## src/rtl/dma_pkg.sv

```systemverilog
// dma_pkg: shared constants and types for dma_stream_engine.
// CSR map, CTRL/STATUS bit positions and master FSM states.
package dma_pkg;

  localparam logic [4:0] OFF_CTRL   = 5'h00;
  localparam logic [4:0] OFF_STATUS = 5'h04;
  localparam logic [4:0] OFF_SRC    = 5'h08;
  localparam logic [4:0] OFF_DST    = 5'h0C;
  localparam logic [4:0] OFF_LEN    = 5'h10;

  localparam int WIN_LSB = 5;

  localparam int CTRL_START = 0;
  localparam int CTRL_MM2S  = 1;
  localparam int CTRL_S2MM  = 2;

  localparam int STAT_BUSY = 0;
  localparam int STAT_DONE = 1;

  typedef enum logic [1:0] {
    ST_IDLE,
    ST_RD,
    ST_WR
  } mst_state_e;

endpackage

```

## src/rtl/dma_fifo.sv

```systemverilog
// dma_fifo: small synchronous FIFO buffering MM2S read data.
// Push into a full FIFO is accepted only together with a pop.
module dma_fifo #(
  parameter int DATA_W = 32,
  parameter int DEPTH  = 4
) (
  input  logic                  clk_i,
  input  logic                  rst_ni,
  input  logic                  push_i,
  input  logic [DATA_W-1:0]     data_i,
  input  logic                  pop_i,
  output logic [DATA_W-1:0]     data_o,
  output logic                  full_o,
  output logic                  empty_o,
  output logic [$clog2(DEPTH):0] count_o
);

  localparam int AW = $clog2(DEPTH);
  localparam logic [AW:0] FULL_CNT = DEPTH[AW:0];

  logic [DATA_W-1:0] mem_q [DEPTH];
  logic [AW-1:0]     wptr_q;
  logic [AW-1:0]     rptr_q;
  logic [AW:0]       cnt_q;
  logic              do_push;
  logic              do_pop;

  assign full_o  = (cnt_q == FULL_CNT);
  assign empty_o = (cnt_q == '0);
  assign count_o = cnt_q;
  assign do_pop  = pop_i & ~empty_o;
  assign do_push = push_i & (~full_o | do_pop);
  assign data_o  = empty_o ? '0 : mem_q[rptr_q];

  always_ff @(posedge clk_i) begin
    if (do_push) mem_q[wptr_q] <= data_i;
  end

  always_ff @(posedge clk_i) begin
    if (!rst_ni) begin
      wptr_q <= '0;
      rptr_q <= '0;
      cnt_q  <= '0;
    end else begin
      if (do_push) wptr_q <= wptr_q + AW'(1);
      if (do_pop)  rptr_q <= rptr_q + AW'(1);
      unique case ({do_push, do_pop})
        2'b10:   cnt_q <= cnt_q + (AW+1)'(1);
        2'b01:   cnt_q <= cnt_q - (AW+1)'(1);
        default: cnt_q <= cnt_q;
      endcase
    end
  end

endmodule

```

## src/rtl/dma_stream_engine.sv

```systemverilog
// dma_stream_engine: CSR-programmed DMA moving words between a
// Wishbone master port and the MM2S/S2MM AXI-Stream datapath.
module dma_stream_engine
  import dma_pkg::*;
#(
  parameter int                ADDR_W     = 32,
  parameter int                DATA_W     = 32,
  parameter int                LEN_W      = 12,
  parameter int                FIFO_DEPTH = 4,
  parameter logic [ADDR_W-1:0] CSR_BASE   = 32'h3800_0300
) (
  input  logic                wb_clk_i,
  input  logic                wb_rst_i,
  input  logic                wbs_stb_i,
  input  logic                wbs_cyc_i,
  input  logic                wbs_we_i,
  input  logic [DATA_W/8-1:0] wbs_sel_i,
  input  logic [ADDR_W-1:0]   wbs_adr_i,
  input  logic [DATA_W-1:0]   wbs_dat_i,
  output logic                wbs_ack_o,
  output logic [DATA_W-1:0]   wbs_dat_o,
  output logic                wbm_cyc_o,
  output logic                wbm_stb_o,
  output logic                wbm_we_o,
  output logic [DATA_W/8-1:0] wbm_sel_o,
  output logic [ADDR_W-1:0]   wbm_adr_o,
  output logic [DATA_W-1:0]   wbm_dat_o,
  input  logic                wbm_ack_i,
  input  logic [DATA_W-1:0]   wbm_dat_i,
  output logic                ss_tvalid,
  input  logic                ss_tready,
  output logic [DATA_W-1:0]   ss_tdata,
  input  logic                sm_tvalid,
  output logic                sm_tready,
  input  logic [DATA_W-1:0]   sm_tdata,
  output logic                irq_o
);

  localparam int STRB  = DATA_W / 8;
  localparam int CNT_W = $clog2(FIFO_DEPTH) + 1;
  localparam logic [CNT_W-1:0]  DEPTH_CNT = FIFO_DEPTH[CNT_W-1:0];
  localparam logic [ADDR_W-1:0] STRIDE    = ADDR_W'(STRB);

  function automatic logic [DATA_W-1:0] merge(
    input logic [DATA_W-1:0] old_v,
    input logic [DATA_W-1:0] new_v,
    input logic [STRB-1:0]   sel
  );
    logic [DATA_W-1:0] r;
    r = old_v;
    for (int b = 0; b < STRB; b++)
      if (sel[b]) r[8*b +: 8] = new_v[8*b +: 8];
    return r;
  endfunction

  mst_state_e        state_q, state_d;
  logic              mm2s_en_q, mm2s_en_d;
  logic              s2mm_en_q, s2mm_en_d;
  logic              busy_q, busy_d;
  logic              done_q, done_d;
  logic              irq_q, irq_d;
  logic [ADDR_W-1:0] src_q, src_d;
  logic [ADDR_W-1:0] dst_q, dst_d;
  logic [LEN_W-1:0]  len_q, len_d;
  logic [ADDR_W-1:0] rd_addr_q, rd_addr_d;
  logic [ADDR_W-1:0] wr_addr_q, wr_addr_d;
  logic [LEN_W-1:0]  rd_left_q, rd_left_d;
  logic [LEN_W-1:0]  wr_left_q, wr_left_d;
  logic [DATA_W-1:0] hold_q, hold_d;
  logic              hold_full_q, hold_full_d;
  logic              ack_q;
  logic [DATA_W-1:0] rdat_q, rdat_d;

  logic [ADDR_W-1:0] csr_off;
  logic [4:0]        reg_off;
  logic              in_win;
  logic              req;
  logic              start;
  logic [DATA_W-1:0] rdata;

  logic              push;
  logic              pop;
  logic              fifo_full;
  logic              fifo_empty;
  logic [CNT_W-1:0]  fifo_cnt;
  logic [DATA_W-1:0] fifo_dout;
  logic              rd_room;
  logic              done_cond;

  assign csr_off = wbs_adr_i - CSR_BASE;
  assign in_win  = (csr_off[ADDR_W-1:WIN_LSB] == '0);
  assign reg_off = csr_off[WIN_LSB-1:0];
  assign req     = wbs_stb_i & wbs_cyc_i & in_win & ~ack_q;

  always_comb begin
    rdata = '0;
    unique case (reg_off)
      OFF_CTRL: begin
        rdata[CTRL_MM2S] = mm2s_en_q;
        rdata[CTRL_S2MM] = s2mm_en_q;
      end
      OFF_STATUS: begin
        rdata[STAT_BUSY] = busy_q;
        rdata[STAT_DONE] = done_q;
      end
      OFF_SRC: rdata = DATA_W'(src_q);
      OFF_DST: rdata = DATA_W'(dst_q);
      OFF_LEN: rdata = DATA_W'(len_q);
      default: rdata = '0;
    endcase
  end

  // Programming registers freeze while a transfer runs; START is a pulse.
  always_comb begin
    mm2s_en_d = mm2s_en_q;
    s2mm_en_d = s2mm_en_q;
    src_d     = src_q;
    dst_d     = dst_q;
    len_d     = len_q;
    start     = 1'b0;
    rdat_d    = (req & ~wbs_we_i) ? rdata : '0;
    if (req && wbs_we_i) begin
      unique case (reg_off)
        OFF_CTRL: if (wbs_sel_i[0]) begin
          start = wbs_dat_i[CTRL_START];
          if (!busy_q) begin
            mm2s_en_d = wbs_dat_i[CTRL_MM2S];
            s2mm_en_d = wbs_dat_i[CTRL_S2MM];
          end
        end
        OFF_SRC: if (!busy_q)
          src_d = ADDR_W'(merge(DATA_W'(src_q), wbs_dat_i, wbs_sel_i));
        OFF_DST: if (!busy_q)
          dst_d = ADDR_W'(merge(DATA_W'(dst_q), wbs_dat_i, wbs_sel_i));
        OFF_LEN: if (!busy_q)
          len_d = LEN_W'(merge(DATA_W'(len_q), wbs_dat_i, wbs_sel_i));
        default: ;
      endcase
    end
  end

  assign rd_room   = (rd_left_q != '0) && !fifo_full
                     && (fifo_cnt < DEPTH_CNT);
  assign done_cond = busy_q && (rd_left_q == '0) && fifo_empty
                     && (state_q == ST_IDLE) && (wr_left_q == '0)
                     && !hold_full_q;
  assign sm_tready = busy_q & ~hold_full_q
                     & (wr_left_q > LEN_W'(hold_full_q));
  assign pop       = ss_tvalid & ss_tready;

  always_comb begin
    state_d     = state_q;
    rd_addr_d   = rd_addr_q;
    wr_addr_d   = wr_addr_q;
    rd_left_d   = rd_left_q;
    wr_left_d   = wr_left_q;
    busy_d      = busy_q;
    done_d      = done_q;
    irq_d       = 1'b0;
    hold_d      = hold_q;
    hold_full_d = hold_full_q;
    push        = 1'b0;
    if (start && !busy_q) begin
      busy_d    = 1'b1;
      done_d    = 1'b0;
      rd_addr_d = src_q;
      wr_addr_d = dst_q;
      rd_left_d = mm2s_en_d ? len_q : '0;
      wr_left_d = s2mm_en_d ? len_q : '0;
    end else if (done_cond) begin
      busy_d = 1'b0;
      done_d = 1'b1;
      irq_d  = 1'b1;
    end
    unique case (state_q)
      ST_IDLE: begin
        if (hold_full_q)  state_d = ST_WR;
        else if (rd_room) state_d = ST_RD;
      end
      ST_RD: if (wbm_ack_i) begin
        push      = 1'b1;
        rd_addr_d = rd_addr_q + STRIDE;
        rd_left_d = rd_left_q - LEN_W'(1);
        state_d   = ST_IDLE;
      end
      ST_WR: if (wbm_ack_i) begin
        hold_full_d = 1'b0;
        wr_addr_d   = wr_addr_q + STRIDE;
        wr_left_d   = wr_left_q - LEN_W'(1);
        state_d     = ST_IDLE;
      end
      default: state_d = ST_IDLE;
    endcase
    if (sm_tvalid && sm_tready) begin
      hold_d      = sm_tdata;
      hold_full_d = 1'b1;
    end
  end

  always_ff @(posedge wb_clk_i) begin
    if (!wb_rst_i) begin
      state_q     <= ST_IDLE;
      mm2s_en_q   <= 1'b0;
      s2mm_en_q   <= 1'b0;
      busy_q      <= 1'b0;
      done_q      <= 1'b0;
      irq_q       <= 1'b0;
      src_q       <= '0;
      dst_q       <= '0;
      len_q       <= '0;
      rd_addr_q   <= '0;
      wr_addr_q   <= '0;
      rd_left_q   <= '0;
      wr_left_q   <= '0;
      hold_q      <= '0;
      hold_full_q <= 1'b0;
      ack_q       <= 1'b0;
      rdat_q      <= '0;
    end else begin
      state_q     <= state_d;
      mm2s_en_q   <= mm2s_en_d;
      s2mm_en_q   <= s2mm_en_d;
      busy_q      <= busy_d;
      done_q      <= done_d;
      irq_q       <= irq_d;
      src_q       <= src_d;
      dst_q       <= dst_d;
      len_q       <= len_d;
      rd_addr_q   <= rd_addr_d;
      wr_addr_q   <= wr_addr_d;
      rd_left_q   <= rd_left_d;
      wr_left_q   <= wr_left_d;
      hold_q      <= hold_d;
      hold_full_q <= hold_full_d;
      ack_q       <= req;
      rdat_q      <= rdat_d;
    end
  end

  dma_fifo #(
    .DATA_W(DATA_W),
    .DEPTH (FIFO_DEPTH)
  ) u_fifo (
    .clk_i  (wb_clk_i),
    .rst_ni (wb_rst_i),
    .push_i (push),
    .data_i (wbm_dat_i),
    .pop_i  (pop),
    .data_o (fifo_dout),
    .full_o (fifo_full),
    .empty_o(fifo_empty),
    .count_o(fifo_cnt)
  );

  assign wbs_ack_o = ack_q;
  assign wbs_dat_o = rdat_q;
  assign irq_o     = irq_q;
  assign ss_tvalid = ~fifo_empty;
  assign ss_tdata  = fifo_dout;

  // Address and data are registered state, stable for the whole cycle.
  assign wbm_cyc_o = (state_q != ST_IDLE);
  assign wbm_stb_o = (state_q != ST_IDLE);
  assign wbm_we_o  = (state_q == ST_WR);
  assign wbm_sel_o = wbm_cyc_o ? '1 : '0;
  assign wbm_adr_o = (state_q == ST_RD) ? rd_addr_q :
                     (state_q == ST_WR) ? wr_addr_q : '0;
  assign wbm_dat_o = (state_q == ST_WR) ? hold_q : '0;

endmodule

```

## config.mk

```make
export PLATFORM = sky130hd
export DESIGN_NAME = dma_stream_engine
export DESIGN_NICKNAME = d
export VERILOG_FILES = /design/src/rtl/dma_pkg.sv /design/src/rtl/dma_fifo.sv /design/src/rtl/dma_stream_engine.sv
export SDC_FILE = /design/constraint.sdc
export NUM_CORES = 1
export LEC_CHECK = 0
export BUFFER_PORTS_ARGS = -buffer_cell sky130_fd_sc_hd__buf_2
export CAP_MARGIN = 20
export CELL_PAD_IN_SITES_DETAIL_PLACEMENT = 2
export CELL_PAD_IN_SITES_GLOBAL_PLACEMENT = 2
export CORE_MARGIN = 2
export CORE_UTILIZATION = 35
export DETAILED_ROUTE_END_ITERATION = 6
export PLACE_DENSITY = 0.87
export SYNTH_ARGS = -nofsm -noshare
export SYNTH_HDL_FRONTEND = slang
export SYNTH_SLANG_ARGS = --single-unit
export TNS_END_PERCENT = 20
```

## constraint.sdc

```tcl
create_clock -name wb_clk_i -period 4.6 [get_ports wb_clk_i]
set_clock_uncertainty 0.15 [all_clocks]
set_input_delay 0.92 -clock wb_clk_i [delete_from_list [all_inputs] [get_ports wb_clk_i]]
set_output_delay 0.92 -clock wb_clk_i [all_outputs]
set_load 0.005 [all_outputs]
```

== Yosys cells after proc, flatten, opt, wreduce, memory -nomap -nowiden ==
Memories as Yosys holds them, arrays and structs flattened. A register that Yosys moved wholly into a read port is not among the register bits.
Cells that the tools add are included.

* Flip-flop bits (word level): 244
* Bits in writable memories: 128
* Input bits: 140
* Output and inout bits: 139
* Logic and storage cells: 158
* Memories kept: 1

{| class="wikitable"
|+ Memories
! name !! words !! bits a word !! read ports !! clocked after Yosys merged registers in !! wr ports !! line !! source
|-
| u_fifo.mem_q || 4 || 32 || 1 || 1 || 1 || dma_fifo.sv:21 || <nowiki>logic [DATA_W-1:0] mem_q [DEPTH];</nowiki>
|}

* $add $sub $neg: 9
* Magnitude comparators: 2
* Eq/ne operators: 11
* Mux-type cells: 51
* Bitwise logic cells: 17
* Reductions and logical operators: 40

{| class="wikitable"
|+ Operators by type and width
! cell !! count
|-
| two-way mux 32 bit || 10
|-
| two-way mux 12 bit || 8
|-
| one-hot mux 29 bit (3 select lines) || 1
|-
| adder 32 x 3 -> 32 bit (second input constant) || 2
|-
| AND reduction 4 bit || 10
|-
| subtractor 32 x 30 -> 32 bit (second input constant) || 1
|-
| logical NOT 27 bit || 1
|-
| logical NOT 12 bit || 2
|-
| subtractor 12 x 1 -> 12 bit (second input constant) || 2
|-
| two-way mux 1 bit || 21
|-
| greater-than comparator 12 x 1 -> 1 bit || 1
|-
| nonzero test 12 bit || 1
|-
| equality test 5 x 4 -> 1 bit (second input constant) || 2
|-
| logical AND 1 bit || 10
|-
| two-way mux 2 bit || 5
|-
| nonzero test 2 bit || 5
|-
| AND 1 bit || 9
|-
| one-hot mux 1 bit (4 select lines) || 2
|-
| NOT 1 bit || 7
|-
| one-hot mux 3 bit (2 select lines) || 1
|-
| AND reduction 2 bit || 3
|-
| equality test 5 x 3 -> 1 bit (second input constant) || 1
|-
| equality test 5 bit (second input constant) || 1
|-
| logical NOT 5 bit || 1
|-
| 17 further kinds || 23
|}

== Longest topological paths before layout ==
Gate-level depths: netlist of run 1.

* Word-level depth: 10
* Mapped depth: 12
* Gate-level depth less buffers: 10

== Modules after synthesis ==
A second synthesis of run 1 with hierarchy kept.

* Cells, all modules: 1785
* Area total of the unflattened synthesis: 17689.5 µm²

{| class="wikitable"
|+ By module, submodules not included
! module !! times used !! cells an instance !! area an instance (µm²) !! seq. area each (µm²)
|-
| dma_stream_engine || 1 || 1529 || 12280.5 || 4744.6
|-
| dma_fifo || 1 || 256 || 5408.9 || 4023.9
|}

== Worst setup path before layout of run 1 ==
OpenSTA, ideal clock, no wires.

* Path type: input -> register
* From: in wbs_adr_i[8]
* To: reg len_q[9]
* Setup time: 132 ps
* Arrival: 3428 ps
* Required time: 4318 ps
* Setup slack: 890 ps
* Stages on the path: 9
* Buffers on the path: 1
* Cells stage by stage: ha_1 or4b_1 or4_4 nor3_1 o2111ai_1 or4b_1 clkbuf_2 o21ai_0 a21oi_1

* Cells in the longest elaborated chain, start to end: 6

{| class="wikitable"
|+ Ends and longest elaborated chain
! element !! line !! source
|-
| start, declared || dma_stream_engine.sv:18 || <nowiki>input logic [ADDR_W-1:0] wbs_adr_i,</nowiki>
|-
| subtractor 32 x 30 -> 32 bit || dma_stream_engine.sv:90 || <nowiki>assign csr_off = wbs_adr_i - CSR_BASE;</nowiki>
|-
| logical NOT 27 bit || dma_stream_engine.sv:91 || <nowiki>assign in_win = (csr_off[ADDR_W-1:WIN_LSB] == '0);</nowiki>
|-
| AND 1 bit (2 in series) || dma_stream_engine.sv:93 || <nowiki>assign req = wbs_stb_i & wbs_cyc_i & in_win & ~ack_q;</nowiki>
|-
| logical AND 1 bit || dma_stream_engine.sv:122 || <nowiki>if (req && wbs_we_i) begin</nowiki>
|-
| AND reduction 4 bit (no source line) || n/a ||
|-
| end signal, assigned || dma_stream_engine.sv:228 || <nowiki>len_q <= len_d;</nowiki>
|-
| end, declared || dma_stream_engine.sv:64 || <nowiki>logic [LEN_W-1:0] len_q, len_d;</nowiki>
|}

Every way passes these cells.
A chain may end at the register's enable or synchronous reset.

== Worst setup path after layout of run 1 ==
* From: reg state_q[0]
* To: out wbm_adr_o[18]

* Cells in the longest elaborated chain, start to end: 3
* Elaborated cells on any way between the ends: 4
* Those cells by class: eq/ne: 2; mux: 2

{| class="wikitable"
|+ Ends and longest elaborated chain
! element !! line !! source
|-
| start, declared || dma_stream_engine.sv:56 || <nowiki>mst_state_e state_q, state_d;</nowiki>
|-
| start signal, assigned || dma_stream_engine.sv:220 || <nowiki>state_q <= state_d;</nowiki>
|-
| equality test 2 bit || dma_stream_engine.sv:267 || <nowiki>(state_q == ST_WR) ? wr_addr_q : '0;</nowiki>
|-
| two-way mux 32 bit || dma_stream_engine.sv:267 ||
|-
| two-way mux 32 bit * || dma_stream_engine.sv:266 || <nowiki>assign wbm_adr_o = (state_q == ST_RD) ? rd_addr_q :</nowiki>
|-
| end, declared || dma_stream_engine.sv:26 || <nowiki>output logic [ADDR_W-1:0] wbm_adr_o,</nowiki>
|}

Mark *: on every way between the ends. The rest lies on a longest branch, timed or not.

==> results of run 1 <==
## where the power goes
group	total [W]	leakage, nW	internal (W)	switching, W
clock network	0.00367	0.729	0.00220	0.00147
logic	0.00121	3.63	0.000499	0.000714
registers	0.00362	3.14	0.00353	0.0000898
## critical path: stages, from the launching register on
cell and delay, ps:
dfxtp_1 320, inv_1 110, ha_2 500, buf_4 500
nand2_1 100, o21ai_0 430, buf_2 210
## worst max-delay path by stage
stage | slack, ps | depth (start not counted) | end
after floorplan | 890 | 9 | len_q[9]
after global placement | 430 | 10 | wbs_dat_o[24]
after detailed placement | 250 | 9 | wbs_dat_o[9]
after CTS | 730 | 6 | wbm_adr_o[18]
after global routing | 640 | 6 | wbm_adr_o[18]
final | 800 | 6 | wbm_adr_o[18]
## final cells by class
cell class              count  area (µm²)
fillers                  5396       28100
flip-flops and latches    374        8770
multi-input cells        1341        8020
repair buffers            318        1740
clock buffers              59        1220
well taps                 664         831
clock inverters            21         279
inverters                  22        87.6
diodes                      5        12.5
## through the flow
step / total power, W / hold slack (ps) / util [%] / worst slack [ps] / instances
floorplan: 0.00442 / 274 / - / 890 / 1879
global placement: 0.00482 / 287 / 39.7 / 425 / 2719
detailed placement: 0.00491 / 300 / 39.7 / 252 / 2719
CTS: 0.00860 / 307 / 42.7 / 731 / 2799
global route: 0.00883 / 322 / 42.7 / 644 / 2803
finish: 0.00850 / 305 / 42.7 / 804 / 2804
## cell families (layout without fill, tap and decap cells)
group,Yosys count,count (layout),synth area share (%)
AOI/OAI and AO/OA,426,426,14.6
xor gates and xnor gates,18,18,0.904
adders and majority gates,14,14,1.05
buffers and inverters,164,420,3.90
DFF,374,374,50.3
muxes,78,78,6.78
other,0,5,0
and+or+nand+nor,805,805,22.6
## Yosys cell counts (4+ instances only)
| cell | count |
|---|---|
| a31oi_1 | 40 |
| nor4_1 | 25 |
| ha_1 | 13 |
| nor2_1 | 108 |
| or4_1 | 5 |
| nand2b_1 | 9 |
| dfxtp_1 | 246 |
| buf_2 | 20 |
| xnor2_1 | 10 |
| a21o_1 | 6 |
| nand3_1 | 111 |
| inv_1 | 21 |
| clkbuf_1 | 102 |
| nor3_1 | 58 |
| o21a_1 | 5 |
| o211ai_1 | 4 |
| a211oi_1 | 7 |
| a21oi_1 | 193 |
| a41oi_1 | 4 |
| nor2b_1 | 6 |
| o22ai_1 | 13 |
| o311a_1 | 4 |
| mux2i_1 | 45 |
| edfxtp_1 | 128 |
| xor2_1 | 8 |
| or2_2 | 6 |
| nand4_1 | 43 |
| nand2_1 | 297 |
| nor4_2 | 4 |
| and2_1 | 75 |
| buf_4 | 8 |
| and4_1 | 6 |
| nor3_2 | 6 |
| and3_1 | 22 |
| o31a_1 | 11 |
| o31ai_1 | 7 |
| or3_1 | 7 |
| mux4_2 | 32 |
| a311oi_1 | 5 |
| o21ai_0 | 88 |
| buf_1 | 9 |
## flip-flops by register name, summed over array words and instances (netlist names), named ones only
name            flops
u_fifo.count_o      3
dst_q              32
src_q              32
hold_q             32
irq_o               1
len_q              12
u_fifo.rptr_q       2
s2mm_en_q           1
busy_q              1
state_q             2
hold_full_q         1
rd_left_q          12
wbs_ack_o           1
wbs_dat_o          32
rd_addr_q          32
wr_left_q          12
wr_addr_q          32
mm2s_en_q           1
u_fifo.mem_q      128
done_q              1
u_fifo.wptr_q       2
## metal layers
| metal | share of wire [%] | global-route usage [%] |
|---|---|---|
| met5 | 0.089 | 0 |
| met4 | 3.0 | 8.62 |
| met3 | 4.6 | 3.69 |
| met2 | 49 | 43.2 |
| met1 | 43 | 32.6 |
==> results.cfg, run 1 <==
[critical_path]
endpoint_kind = output port
cp-startpoint = state_q[0]
reg2reg_from = wr_addr_q[2]
cp_max_fo = 48
cp.arrival_ps = 2730
critPathLaunchType = flop
path_class = reg -> out
reg2regPathDepth = 7
cp.required_ps = 3530
r2r_end = wr_addr_q[29]
r2r_slack_ps = 1390

[logic_synthesis]
synth_area_leaders = dfxtp_1 28%, edfxtp_1 22%, nand2_1 6.4%
ys_warn_count = 0
ys_seq_area_share_pct = 50.3
synth_edf_count = 128
synth_top_cell_area_share_pct = 28.2
syn_area_mm2 = 0.0174
synth.distinct_cells = 77
postSynthAreaPerCell_um2 = 9.29
synthFlopType = dfxtp_1
synthCells = 1879
synth.ff_latch_count = 374
async_flop_share_pct = 0
yosys.area.top_type = dfxtp_1
syn_nets = 2033

[sta]
fmax_ghz = 0.263
setup_viol = 0
period_needed_ps = 3800
relSlewSlack_pct = 30.7
fin_crit_sh_pct = 82.5
finalHoldViolCount = 0
rsz0062_at_grt = false
final_max_slew_viol_count = 0
worst_pin_slew_ps = 1030
fin_tns_setup_ps = 0

[grt]
overflow = 0
grt_pass1_vias = 16800
antenna_found_initial = 9
grt_usage_pct = 25.2
grt_max_degree = 100
grt_pass1_wl_um = 101000

[placed_design]
port-buffer-count = 278
place_hpwl_um = 45100
finalWeightedCongestion = 0.830
dpl_cell_area_mm2 = 0.0195

[worst_hold_path]
holdPathStages = 2
hp-start = hold_q[3]
holdCritPathClass = reg -> reg
hold_path_end = hold_q[3]

[clock_network]
cts_sinks = 374
clockBufferDepth = 3
cts-root-buf = clkbuf_16
ctsHoldBuffers = 0
ctsResizeCount = 0
h-tree-depth = 2
tritoncts = built
clk_pin_slew_ps = 60
numCtsBuffers = 44
post-cts-setup-buffers = 0
clk_latency_ps = 570

[power_and_ir_drop]
leakagePower_nw = 7.50
ir_drop_mv = 0.274
powerDensity_mw_per_mm2 = 405

[die]
rows = 81
die_area_mm2 = 0.0517
start_util_pct = 35.6
core_area_mm2 = 0.0491
die_w_um = 227
die_h_um = 227
ios = 279

[detailed_routing]
via_per_inst = 5.67
ant_nets = 0
drc_errors = 0
via_count = 15900
wl_per_cell_um = 23.7
drt_wl_total_um = 66500
drt-initial-drc-count = 988
firstDrtPassIters = 5

[run_status]
status = finished clean

[final_layout]
most-common-layout-cells = 295 x nand2_1, 278 x buf_2, 244 x dfxtp_1
drive_gt1_share_pct = 21.0
final_area_mm2 = 0.0210
final_common_cell = nand2_1
syn_to_final_growth_pct = 20.2
fin_nets = 2255

[job]
max_cap_violations = 0
(Power assumes the default switching activity.)
==> inputs of run 2 (changes only) <==
clock period = 3.7 ns   (was 4.6 ns; I/O delays follow)
==> results.cfg, run 2 (synthesis results as in run 1) <==
[power_and_ir_drop]
power_w = 0.0103
leakagePower_nw = 7.67
powerDensity_mw_per_mm2 = 486
ir_drop_mv = 0.326

[die]
die_w_um = 227
die_h_um = 227
ios = 279
core_area_mm2 = 0.0491
start_util_pct = 35.6
die_area_mm2 = 0.0517
rows = 81

[grt]
overflow = 0
antenna_found_initial = 5
grt_max_degree = 67
grt_usage_pct = 26.4
grt_pass1_vias = 17600
grt_pass1_wl_um = 105000

[clock_network]
clockBufferDepth = 3
ctsHoldBuffers = 0
h-tree-depth = 2
post-cts-setup-buffers = 0
tritoncts = built
numCtsBuffers = 43
cts_sinks = 374
ctsResizeCount = 0
clk_pin_slew_ps = 70
clk_latency_ps = 580
cts-root-buf = clkbuf_16

[critical_path]
cp_top_family = buffers and inverters
cp.arrival_ps = 2570
cp-startpoint = state_q[0]
reg2regPathDepth = 8
reg2reg_from = wr_addr_q[8]
path_class = reg -> out
cp_max_fo = 16
critPathLaunchType = flop
critical_path_buf_inv_count = 3
cp_slowest_cell = o21ai_0
cp.required_ps = 2810
crit_path_cell_trace = inv_1, ha_2, buf_4, nand2_1, o21ai_0, buf_2
slowest_delay_ps = 500
endpoint_kind = output port
r2r_end = wr_addr_q[29]
r2r_slack_ps = 590

[sta]
setup_viol = 0
worst_hold_slack_ps = 243
fmax_ghz = 0.289
rsz0062_at_grt = false
fin_tns_setup_ps = 0
fin_ws_ps = 243
period_needed_ps = 3460
relSlewSlack_pct = 42.7
final_max_slew_viol_count = 0
finalHoldViolCount = 0
worst_pin_slew_ps = 860
fin_crit_sh_pct = 93.4

[worst_hold_path]
holdPathStages = 1
holdCritPathClass = in -> reg
hold_path_end = u_fifo.mem_q[2][21]
hp-start = wbm_dat_i[21]

[placed_design]
finalWeightedCongestion = 0.822
place_hpwl_um = 46700
port-buffer-count = 278
pre_cts_slack_ps = -217
place_inst = 2764

[final_layout]
syn_to_final_growth_pct = 21.6
drive_gt1_share_pct = 22.3
fin_nets = 2299
largest_reg_flops = 128
top_register = u_fifo.mem_q
final_common_cell = nand2_1
final_cells = 2842
most-common-layout-cells = 295 x nand2_1, 278 x buf_2, 245 x dfxtp_1

[detailed_routing]
drc_errors = 0
via_per_inst = 5.72
wl_per_cell_um = 24.4
firstDrtPassIters = 5
via_count = 16300
ant_nets = 0
drt_wl_total_um = 69300
drt-initial-drc-count = 841

[job]
max_cap_violations = 0

[run_status]
status = finished clean
## run 2: cell type report
cell class	instances	area, µm²
timing repair buffer	363	2130
multi-input combinational	1341	8020
tap	664	831
clock buffer	57	1160
sequential	374	8770
clock inverter	17	201
antenna	4	10.0
inverter	22	87.6
fill	5354	27800
## run 2: through the flow
step                      utilization [%]  cell area, µm²
after floorplan                         -           17400
final                                43.2           21200
after detailed placement             40.5           19800
after CTS                            43.2           21200
after global placement               40.5           19800
after global routing                 43.2           21200
## run 2: where the power goes
part           switching (W)  internal (W)  leakage, nW
Clock                0.00181       0.00248        0.660
Combinational       0.000906      0.000641         3.87
Sequential          0.000101       0.00438         3.14
## run 2: routing by layer
metal / GRT usage [%] / share of wire (%) / vias up
li1: - / - / 7368
met1: 33.5 / 42 / 8275
met2: 45.5 / 50 / 485
met3: 4.03 / 4.7 / 135
met4: 9.17 / 3.3 / 4
met5: 0 / 0.039 / -
## run 2: worst reg2reg max path, cell delays in order (launching register included)
cell and delay (ps):
dfxtp_1 450, nand2_1 180, nor4_1 380, buf_4 190
and3_1 300, nand4_1 500, o31ai_1 470, a21oi_1 90
o31a_1 300
## run 2: worst max path at each step
| stage | to | slack (ps) | depth (start not counted) |
|---|---|---|---|
| after global routing | wbm_adr_o[26] | 120 | 7 |
| after global placement | wr_left_q[10] | -120 | 11 |
| final | wbm_adr_o[14] | 240 | 6 |
| after detailed placement | rd_left_q[0] | -220 | 11 |
| after CTS | wbm_adr_o[27] | 180 | 7 |
| after floorplan | len_q[9] | 170 | 9 |
==> inputs of run 3 (changes only) <==
CORE_UTILIZATION = 38   (was 35)
PLACE_DENSITY = 0.93   (was 0.87)
clock period = 4.32 ns   (was 3.7 ns; I/O delays follow)
==> results.cfg, run 3 (synthesis results as in run 1) <==
[detailed_routing]
drt_wl_total_um = 73700
via_count = 16700
wl_per_cell_um = 26.9
drc_errors = 0
via_per_inst = 6.10
ant_nets = 0
drt-initial-drc-count = 1245
firstDrtPassIters = 5

[grt]
grt_busiest_layer = met2
grt_pass1_vias = 18200
grt_max_degree = 75
use_met3_pct = 4.97
grt_usage_pct = 30.4
antenna_found_initial = 3
grt_pass1_wl_um = 112000
overflow = 0
grt_util_met2_pct = 53.9
grtUsageMet1_pct = 37.2

[die]
ios = 279
rows = 78
die_w_um = 218
start_util_pct = 38.4
die_h_um = 218
die_area_mm2 = 0.0476
core_area_mm2 = 0.0454

[clock_network]
numCtsBuffers = 44
post-cts-setup-buffers = 0
ctsHoldBuffers = 0
cts-root-buf = clkbuf_16
h-tree-depth = 2
clk_pin_slew_ps = 60
ctsResizeCount = 0
clockBufferDepth = 3
cts_sinks = 374
tritoncts = built
clk_latency_ps = 610

[worst_hold_path]
holdCritPathClass = reg -> reg
holdPathStages = 2

[sta]
period_needed_ps = 3870
worst_pin_slew_ps = 1060
finalHoldViolCount = 0
fin_tns_setup_ps = 0
relSlewSlack_pct = 28.5
fmax_ghz = 0.259
setup_viol = 0
final_max_slew_viol_count = 0
worst_hold_slack_ps = 310
rsz0062_at_grt = false
fin_crit_sh_pct = 89.5

[power_and_ir_drop]
seqPwrFrac_pct = 41.7
power_switching_w = 0.00250
power_w = 0.00919
swShare_pct = 27.2
powerDensity_mw_per_mm2 = 438
p_int_w = 0.00669
comb_power_share_pct = 14.5
ir_drop_mv = 0.295
leakagePower_nw = 7.55
pwr-share-clk_pct = 43.7

[final_layout]
top_register = u_fifo.mem_q
syn_to_final_growth_pct = 20.2
drive_gt1_share_pct = 21.1
final_cells = 2745
final_common_cell = nand2_1
fin_nets = 2262
largest_reg_flops = 128
most-common-layout-cells = 295 x nand2_1, 278 x buf_2, 245 x dfxtp_1

[critical_path]
cp.required_ps = 3310
reg2regPathDepth = 7
cp_top_family = buffers and inverters
endpoint_kind = output port
slowest_delay_ps = 570
cp_slowest_cell = ha_2
crit_path_cell_trace = inv_1, ha_2, buf_4, nand2_1, o21ai_0, buf_2
critPathLaunchType = flop
path_class = reg -> out
cp_max_fo = 43
cp.depth = 6
cp.arrival_ps = 2850
critical_path_buf_inv_count = 3

[placed_design]
place_hpwl_um = 46300
finalWeightedCongestion = 0.848
place_inst = 2662
port-buffer-count = 278

[run_status]
status = finished clean

[job]
max_cap_violations = 0
run 3: cell type report:
cell class | instances | area, µm²
well taps | 600 | 751
fillers | 4812 | 24400
clock inverters | 15 | 256
inverters | 22 | 85.1
multi-input cells | 1341 | 8020
repair buffers | 325 | 1820
flip-flops and latches | 374 | 8770
clock buffers | 66 | 1260
diodes | 2 | 5.00
run 3: final timing paths:
check	from	end	slack (ps)
max	state_q[0]	wbm_adr_o[20]	450
min reg2reg	hold_q[9]	hold_q[9]	310
min	hold_q[9]	hold_q[9]	310
max reg2reg	wr_addr_q[8]	wr_addr_q[29]	1040
run 3: power groups by stage:
stage	Clock [W]	Sequential, W	Combinational, W
2_1_floorplan	0	0.00387	0.000839
3_3_place_gp	0	0.00389	0.00124
3_5_place_dp	0	0.00391	0.00133
4_1_cts	0.00407	0.00383	0.00136
5_1_grt	0.00422	0.00384	0.00147
6_report	0.00402	0.00383	0.00134
run 3: tightest hold or removal path, stage by stage (launching register included):
cell	delay (ps)
dfxtp_1	300
nand2_1	60
a21oi_1	50
run 3: metrics by stage:
step	instance area, µm²	util (%)	setup slack (ps)
final	21000	46.2	453
after floorplan	17400	-	666
after global routing	21000	46.2	364
after CTS	21000	46.2	446
after detailed placement	19400	42.9	177
after global placement	19400	42.9	315
run 3: per-layer routing:
layer  vias to the layer above  routed length (µm)  part of all wire, %
met5                         -                   0                    0
met4                         0                2520                  3.4
met3                       164                4530                  6.1
met2                       740               37200                   50
met1                      8549               29500                   40
li1                       7295                   -                    -
